$ cat src/rtl/pipelined_select_adder.sv
// Pipelined carry-select adder: WIDTH-bit A+B+cin, one carry-select block of BLK_W bits per stage.
// Latency NUM_BLK cycles (WIDTH/BLK_W) from accept to out_valid; throughput one beat per cycle.
// Backpressure: out_ready low holds the last stage, bubbles collapse upstream, in_ready drops when full.
//
// Optional feature macro: SELECT_ADD_SUB_EN (adds the 'sub' input; sum = A-B when sub=1).
//
// Ports:
//   clk, rst_n            clock (rising edge) and asynchronous active-low reset
//   in_valid / in_ready   operand beat handshake (a, b, cin [, sub])
//   out_valid / out_ready result beat handshake (sum, cout, ovf)
//   op_count              number of results handed off, wraps at 2^CNT_W
module pipelined_select_adder #(
   parameter int WIDTH = 16,
   parameter int BLK_W = 4,
   parameter int CNT_W = 16
) (
   input  logic             clk,
   input  logic             rst_n,
   input  logic             in_valid,
   output logic             in_ready,
   input  logic [WIDTH-1:0] a,
   input  logic [WIDTH-1:0] b,
   input  logic             cin,
`ifdef SELECT_ADD_SUB_EN
   input  logic             sub,
`endif
   output logic             out_valid,
   input  logic             out_ready,
   output logic [WIDTH-1:0] sum,
   output logic             cout,
   output logic             ovf,
   output logic [CNT_W-1:0] op_count
);

   localparam int NUM_BLK = WIDTH / BLK_W;

   // Elaboration-time guard: the operand must split evenly into blocks.
   generate
      if ((BLK_W < 1) || ((WIDTH % BLK_W) != 0)) begin : g_bad_width
         $error("pipelined_select_adder: WIDTH must be a positive multiple of BLK_W");
      end
   endgenerate

   // Ripple add of one block for a fixed carry-in; returns {carry_out, sum}.
   function automatic logic [BLK_W:0] f_ripple(
      input logic [BLK_W-1:0] x,
      input logic [BLK_W-1:0] y,
      input logic             c_in
   );
      logic [BLK_W-1:0] s;
      logic             c;
      c = c_in;
      s = '0;
      for (int i = 0; i < BLK_W; i++) begin
         s[i] = x[i] ^ y[i] ^ c;
         c    = (x[i] & y[i]) | (c & (x[i] ^ y[i]));
      end
      return {c, s};
   endfunction

   // Effective operands entering stage 0. In subtract mode B is inverted
   // and the carry-in forced to 1 (two's-complement negate).
   logic [WIDTH-1:0] w_b_eff;
   logic             w_cin_eff;

`ifdef SELECT_ADD_SUB_EN
   assign w_b_eff   = sub ? ~b : b;
   assign w_cin_eff = sub ? 1'b1 : cin;
`else
   assign w_b_eff   = b;
   assign w_cin_eff = cin;
`endif

   // Per-stage valid bits and load enables.
   logic [NUM_BLK-1:0] w_vld;
   logic [NUM_BLK-1:0] w_load;

   // Stage k loads when it is empty or its successor moves. Evaluated
   // from the output end back so a free slot anywhere lets upstream move.
   always_comb begin
      w_load = '0;
      w_load[NUM_BLK-1] = !w_vld[NUM_BLK-1] || out_ready;
      for (int k = NUM_BLK - 2; k >= 0; k--) begin
         w_load[k] = !w_vld[k] || w_load[k+1];
      end
   end

   assign in_ready = w_load[0];

   generate
      for (genvar k = 0; k < NUM_BLK; k++) begin : g_stage
         localparam int LO  = BLK_W * k;      // result bits already computed upstream
         localparam int REM = WIDTH - LO;     // operand bits still to be added

         logic [REM-1:0]      w_a_src;
         logic [REM-1:0]      w_b_src;
         logic                w_c_src;
         logic                w_v_src;
         logic [BLK_W:0]      w_r0;
         logic [BLK_W:0]      w_r1;
         logic [BLK_W:0]      w_sel;
         logic [LO+BLK_W-1:0] w_sum_nxt;

         logic                r_vld;
         logic [LO+BLK_W-1:0] r_sum;
         logic                r_carry;

         if (k == 0) begin : g_src
            assign w_a_src   = a;
            assign w_b_src   = w_b_eff;
            assign w_c_src   = w_cin_eff;
            assign w_v_src   = in_valid;
            assign w_sum_nxt = w_sel[BLK_W-1:0];
         end else begin : g_src
            assign w_a_src   = g_stage[k-1].g_rem.r_a_rem;
            assign w_b_src   = g_stage[k-1].g_rem.r_b_rem;
            assign w_c_src   = g_stage[k-1].r_carry;
            assign w_v_src   = g_stage[k-1].r_vld;
            assign w_sum_nxt = {w_sel[BLK_W-1:0], g_stage[k-1].r_sum};
         end

         // Both carry hypotheses are resolved in parallel; the incoming
         // carry only drives the final select.
         assign w_r0  = f_ripple(w_a_src[BLK_W-1:0], w_b_src[BLK_W-1:0], 1'b0);
         assign w_r1  = f_ripple(w_a_src[BLK_W-1:0], w_b_src[BLK_W-1:0], 1'b1);
         assign w_sel = w_c_src ? w_r1 : w_r0;

         assign w_vld[k] = r_vld;

         always_ff @(posedge clk or negedge rst_n) begin
            if (!rst_n) begin
               r_vld <= 1'b0;
            end else if (w_load[k]) begin
               r_vld <= w_v_src;
            end
         end

         // Payload only moves with a valid beat, so a held result stays put.
         always_ff @(posedge clk or negedge rst_n) begin
            if (!rst_n) begin
               r_sum   <= '0;
               r_carry <= 1'b0;
            end else if (w_load[k] && w_v_src) begin
               r_sum   <= w_sum_nxt;
               r_carry <= w_sel[BLK_W];
            end
         end

         if (k < NUM_BLK - 1) begin : g_rem
            // Upper operand bits ride along, skewed one block per stage.
            logic [REM-BLK_W-1:0] r_a_rem;
            logic [REM-BLK_W-1:0] r_b_rem;

            always_ff @(posedge clk or negedge rst_n) begin
               if (!rst_n) begin
                  r_a_rem <= '0;
                  r_b_rem <= '0;
               end else if (w_load[k] && w_v_src) begin
                  r_a_rem <= w_a_src[REM-1:BLK_W];
                  r_b_rem <= w_b_src[REM-1:BLK_W];
               end
            end
         end else begin : g_msb
            // Carry into the MSB recovered from the MSB sum bit:
            // s = a ^ b ^ c  =>  c = a ^ b ^ s.
            logic r_cmsb;

            always_ff @(posedge clk or negedge rst_n) begin
               if (!rst_n) begin
                  r_cmsb <= 1'b0;
               end else if (w_load[k] && w_v_src) begin
                  r_cmsb <= w_a_src[REM-1] ^ w_b_src[REM-1] ^ w_sel[BLK_W-1];
               end
            end
         end
      end
   endgenerate

   assign out_valid = w_vld[NUM_BLK-1];
   assign sum       = g_stage[NUM_BLK-1].r_sum;
   assign cout      = g_stage[NUM_BLK-1].r_carry;
   assign ovf       = g_stage[NUM_BLK-1].g_msb.r_cmsb ^ g_stage[NUM_BLK-1].r_carry;

   // Completed-operation counter; wraps naturally at 2^CNT_W.
   logic [CNT_W-1:0] r_op_count;

   always_ff @(posedge clk or negedge rst_n) begin
      if (!rst_n) begin
         r_op_count <= '0;
      end else if (out_valid && out_ready) begin
         r_op_count <= r_op_count + 1'b1;
      end
   end

   assign op_count = r_op_count;

endmodule

$ cat config.mk
export PLATFORM = sky130hd
export DESIGN_NAME = pipelined_select_adder
export DESIGN_NICKNAME = d
export VERILOG_FILES = /design/src/rtl/pipelined_select_adder.sv
export SDC_FILE = /design/constraint.sdc
export NUM_CORES = 1
export LEC_CHECK = 0
export CAP_MARGIN = 20
export CELL_PAD_IN_SITES_DETAIL_PLACEMENT = 1
export CELL_PAD_IN_SITES_GLOBAL_PLACEMENT = 1
export CORE_MARGIN = 1.5
export CORE_UTILIZATION = 44
export DETAILED_ROUTE_END_ITERATION = 10
export GPL_ROUTABILITY_DRIVEN = 0
export PLACE_DENSITY_LB_ADDON = 0.08
export REMOVE_ABC_BUFFERS = 1
export SLEW_MARGIN = 5
export SYNTH_ARGS = -nofsm -noshare
export SYNTH_HDL_FRONTEND = slang
export SYNTH_SLANG_ARGS = --single-unit
$ cat constraint.sdc
create_clock -name clk -period 3.45 [get_ports clk]
set_clock_uncertainty 0.2 [all_clocks]
set_input_delay 0.345 -clock clk [delete_from_list [all_inputs] [get_ports clk]]
set_output_delay 0.345 -clock clk [all_outputs]
set_load 0.005 [all_outputs]
* Word-level counts from Yosys, hierarchy flattened
Index checks and enable logic that the tools add are counted.
Operators by class: $lt $le $gt $ge 0, multiplexer cells 4, multiply operators 0, shifts and indexed selects 0, divide/modulo/power cells 0, $add $sub $neg 1, eq/ne operators 0, reductions and logical operators 13, bitwise logic cells 114
Operators with widths (count):
- XOR 1 bit | 42
- bitwise AND 1 bit | 40
- bitwise OR 1 bit | 28
- 2-to-1 mux 5 bit | 4
- adder 16 x 1 -> 16 bit (second input constant) | 1
- logical AND 1 bit | 5
- zero test 1 bit | 4
- logical OR 1 bit | 4
- NOT 1 bit | 4
Storage, ports and cells: memories kept 0, memory bits (read-only) 0, output and inout bits 36, latch bits 0, logic and storage cells 152, register bits 113, bits in writable memories 0, input port bits 37

* Depth between registers and ports, before layout
word-level depth 10, mapped depth 10, mapped depth without buffers 10

* Least setup slack after synthesis
OpenSTA, ideal clock, no wires.
kind reg-to-reg, from reg g_stage[2].g_rem.r_a_rem[0], to reg g_stage[3].g_msb.r_cmsb, path slack 0.989 ns, arrival 2.178 ns, stages on the path, launching flop included 10, period minus slack after synthesis 2.461 ns, setup time 0.083 ns, data required time 3.167 ns, buffers on the path 0, cell sequence dfrtp_1 ha_1 nor2_1 a21oi_1 fa_1 fa_1 inv_1 fa_1 xor2_1 o21ai_0
Between the ends: word-level cells in the longest chain between the ends 9
RTL lines:
- from (decl) | RTL line 151 | logic [REM-BLK_W-1:0] r_a_rem;
- from (signal assigned) | RTL line 159 | r_a_rem <= w_a_src[REM-1:BLK_W];
- bitwise AND 1 bit or XOR 1 bit (tied branches) | RTL line 56 | c = (x[i] & y[i]) | (c & (x[i] ^ y[i]));
- bitwise OR 1 bit | RTL line 56
- bitwise AND 1 bit | RTL line 56
- bitwise OR 1 bit | RTL line 56
- bitwise AND 1 bit | RTL line 56
- bitwise OR 1 bit | RTL line 56
- XOR 1 bit | RTL line 55 | s[i] = x[i] ^ y[i] ^ c;
- 2-to-1 mux 5 bit (*) | RTL line 126 | assign w_sel = w_c_src ? w_r1 : w_r0;
- XOR 1 bit (*) | RTL line 172 | r_cmsb <= w_a_src[REM-1] ^ w_b_src[REM-1] ^ w_sel[BLK_W-1];
- to (signal assigned) | RTL line 172
- to (decl) | RTL line 166 | logic r_cmsb;
Every way passes the cells marked *; elsewhere a longest branch is shown, timed or not. A chain may end at the register's enable or synchronous reset.

* Final worst setup path
from reg g_stage[3].r_vld, in the netlist out_valid, to out in_ready
Between the ends: word-level cells in the longest chain between the ends 5
RTL lines:
- from (decl) | RTL line 104 | logic r_vld;
- from (signal assigned) | RTL line 134 | r_vld <= w_v_src;
- zero test 1 bit | RTL line 82 | w_load[NUM_BLK-1] = !w_vld[NUM_BLK-1] || out_ready;
- logical OR 1 bit | RTL line 82
- logical OR 1 bit (3 in a row) | RTL line 84 | w_load[k] = !w_vld[k] || w_load[k+1];
- to (decl) | RTL line 20 | output logic in_ready,
No other way between the ends.

==> results.md <==
- H-tree Lvls: 4
- Crit. End Element: primary output
- Final hold violations: 0
- Starting density of the core: 44.9%
- CTS tree: built
- DP HPWL: 5890 µm
- Final Cycle Share: 75.8%
- Post-synth ARST share: 100%
- Clock Latency Late Sink: 0.51 ns
- Largest net degree at the start of global routing: 61
- Num Clock Sinks: 113
- Via count: 2907
- #FFs+latches synth: 113
- Yosys cell types: 29
- Initial antenna violation count: 0
- Routed Antenna Nets: 0
- Synth warn: 0
- Synthesized cell area: 4820 µm²
- Pleak: 0.00279 µW
- Vias per Instance: between 4 and 5
- Req. time, crit path: 2.90 ns
- EDFF count, synth: 0
- Final setup vio count: 0
- Commonest cells in the netlist: dfrtp_1 (113), mux2_2 (79), inv_1 (30)
- Placed Cells: between 500 and 600
- Setup CP Type: reg -> out
- Number of post-CTS setup repair buffers: 0
- Row count: 38
- Clock Path Buffers: 2
- First-pass GRT wire length: 15700 µm
- Avg Synthesized Cell Area: between 10 and 15 µm²
- Die Width: 108 µm
- Cts hold-fix bufs: 1
- Main flop type after synthesis: dfrtp_1
- Max-slew violations: 0
- DRT Wirelength: between 9000 and 10000 µm
- Fin area: 6300 µm²
- Clock Tree Root: clkbuf_8
- Total negative slack: 0 ns
- GRT Overall Usage: 18.4%
- Initial DRC count: 60
- CP Data Arrival Time: 2.07 ns
- Largest cells by area after synthesis: dfrtp_1 (59%), mux2_2 (18%), fa_1 (5.0%), ha_1 (2.6%), xnor2_1 (2.5%)
- Crit path max fanout: 7
- Synth Instances: 348
- Net count, final: 495
- Vias in the first global route: 3267
- Startpoint Class: flop
- Die area: between 10000 and 15000 µm²
- DRC violations left: 0
- VDD IR max: 0.361 mV
- Status: finished clean
- P&R area growth vs syn: 30.7%
- Slew margin rel.: between 40% and 50%
- HP Class: in -> reg
- Max Cap Violations: 0
- RSZ-0062 raised after global routing: false
- Clk slew on worst S/H paths: 0.05 ns
- Filler cell count: 1060
- Fin cells: 587
- Pwr dens: 777 nW/µm²
- Seq/Total Area, Yosys: 58.7%
- Count leader, synth: dfrtp_1
- # IOs: 73
- TritonCTS buffer count: 17
- Port Buffers: 72
- Post-DP Area: 5740 µm²
- Gr ovfl total: 0
- Top-area cell type share of the netlist area: between 50% and 60%
- Drt wl/cell: around 16 µm
- Die height: around 110 µm
- Post-synth top area cell: dfrtp_1
- F_max: approximately 380 MHz
- Fraction of layout cells with a size suffix above 1: 27.1%
- Router iterations before antenna repair: 4
- Diode count: 0
- Worst-Margin Slew: 0.791 ns
- Post-CTS Resized: 0
- Core area: 10700 µm²
- Tmin final: 2.61 ns
==> per-stage QoR <==
step / worst slack, ns / power (µW) / hold slack [ns] / utilization, %
detailed placement: 0.635 / 3350 / 0.257 / 53.4
global placement: 0.721 / 3270 / 0.257 / 53.4
floorplan: 0.982 / 2720 / -0.151 / -
global route: 0.714 / 5240 / 0.233 / 58.6
CTS: 0.788 / 4980 / 0.201 / 58.6
finish: 0.836 / 4890 / 0.222 / 58.6
==> layout by cell type, fill, tap and decap left out, types with 3 or more instances in the layout <==
master             n
buf_4              5
clkbuf_16         16
clkbuf_8           9
clkdlybuf4s50_1   71
clkinv_2           3
dfrtp_1          113
fa_1              12
ha_1              10
inv_1             30
mux2_2            79
nand2_1           23
nand2b_1           3
nand3_1            7
nor2_1             5
nor3_1             3
o21ai_0           15
xnor2_1           14
xor2_1             7
==> where the power goes <==
| part | switching [µW] | internal [µW] | total [µW] |
|---|---|---|---|
| registers | 293 | 1760 | 2050 |
| clock network | 555 | 1020 | 1580 |
| logic | 476 | 789 | 1260 |
==> registers in the layout (all words and copies together) (netlist names) <==
| name | count |
|---|---|
| cout | 1 |
| g_stage.g_msb.r_cmsb | 1 |
| g_stage.g_rem.r_a_rem | 24 |
| g_stage.g_rem.r_b_rem | 24 |
| g_stage.r_carry | 3 |
| g_stage.r_sum | 24 |
| g_stage.r_vld | 3 |
| op_count | 16 |
| out_valid | 1 |
| sum | 16 |
==> final cells by class <==
cell class / instances / area [µm²] / share of cell area [%]
Sequential cell: 113 / 2830 / 44.9
Multi-Input combinational cell: 195 / 1840 / 29.1
Timing Repair Buffer: 79 / 798 / 12.7
Clock inverter: 4 / 22.5 / 0.357
Clock buffer: 26 / 528 / 8.38
Tap cell: 140 / 175 / 2.78
Inverter: 30 / 113 / 1.79
==> critical path, cell delays in order (launching register included) <==
cell and delay [ns]:
dfrtp_1 0.46, nand4b_1 0.28, or2_2 0.37, clkdlybuf4s50_1 0.45
==> worst paths after layout <==
check | from | to | slack, ns | cells past startpoint
hold / removal | b[4] | g_stage[0].g_rem.r_b_rem[0] | 0.22 | 2
setup reg to reg | g_stage[2].g_rem.r_a_rem[0] | g_stage[3].g_msb.r_cmsb | 0.84 | 9
max in group asynchronous | rst_n | g_stage[1].g_rem.r_b_rem[2] | 2.01 | 3
setup / recovery | out_valid | in_ready | 0.84 | 3
min in group asynchronous | rst_n | g_stage[2].g_rem.r_a_rem[3] | 0.26 | 2
hold reg to reg | op_count[15] | op_count[15] | 0.26 | 1
==> metal layers <==
metal / share of wire, % / track usage, % / vias to the layer above
met5: 0 / 0 / -
met4: 2.0 / 8.93 / 0
met3: 3.8 / 5.02 / 18
met2: 52 / 31.0 / 58
met1: 42 / 21.6 / 1501
li1: - / - / 1330
==> cells by family after synthesis <==
group / share of synthesized area [%]
flops: 58.7
mux: 19.1
simple gates: 5.58
buf+inv: 3.43
fa+ha+maj: 7.58
xor+xnor: 3.82
compound gates: 1.84
Power figures use the tool's default switching activity.
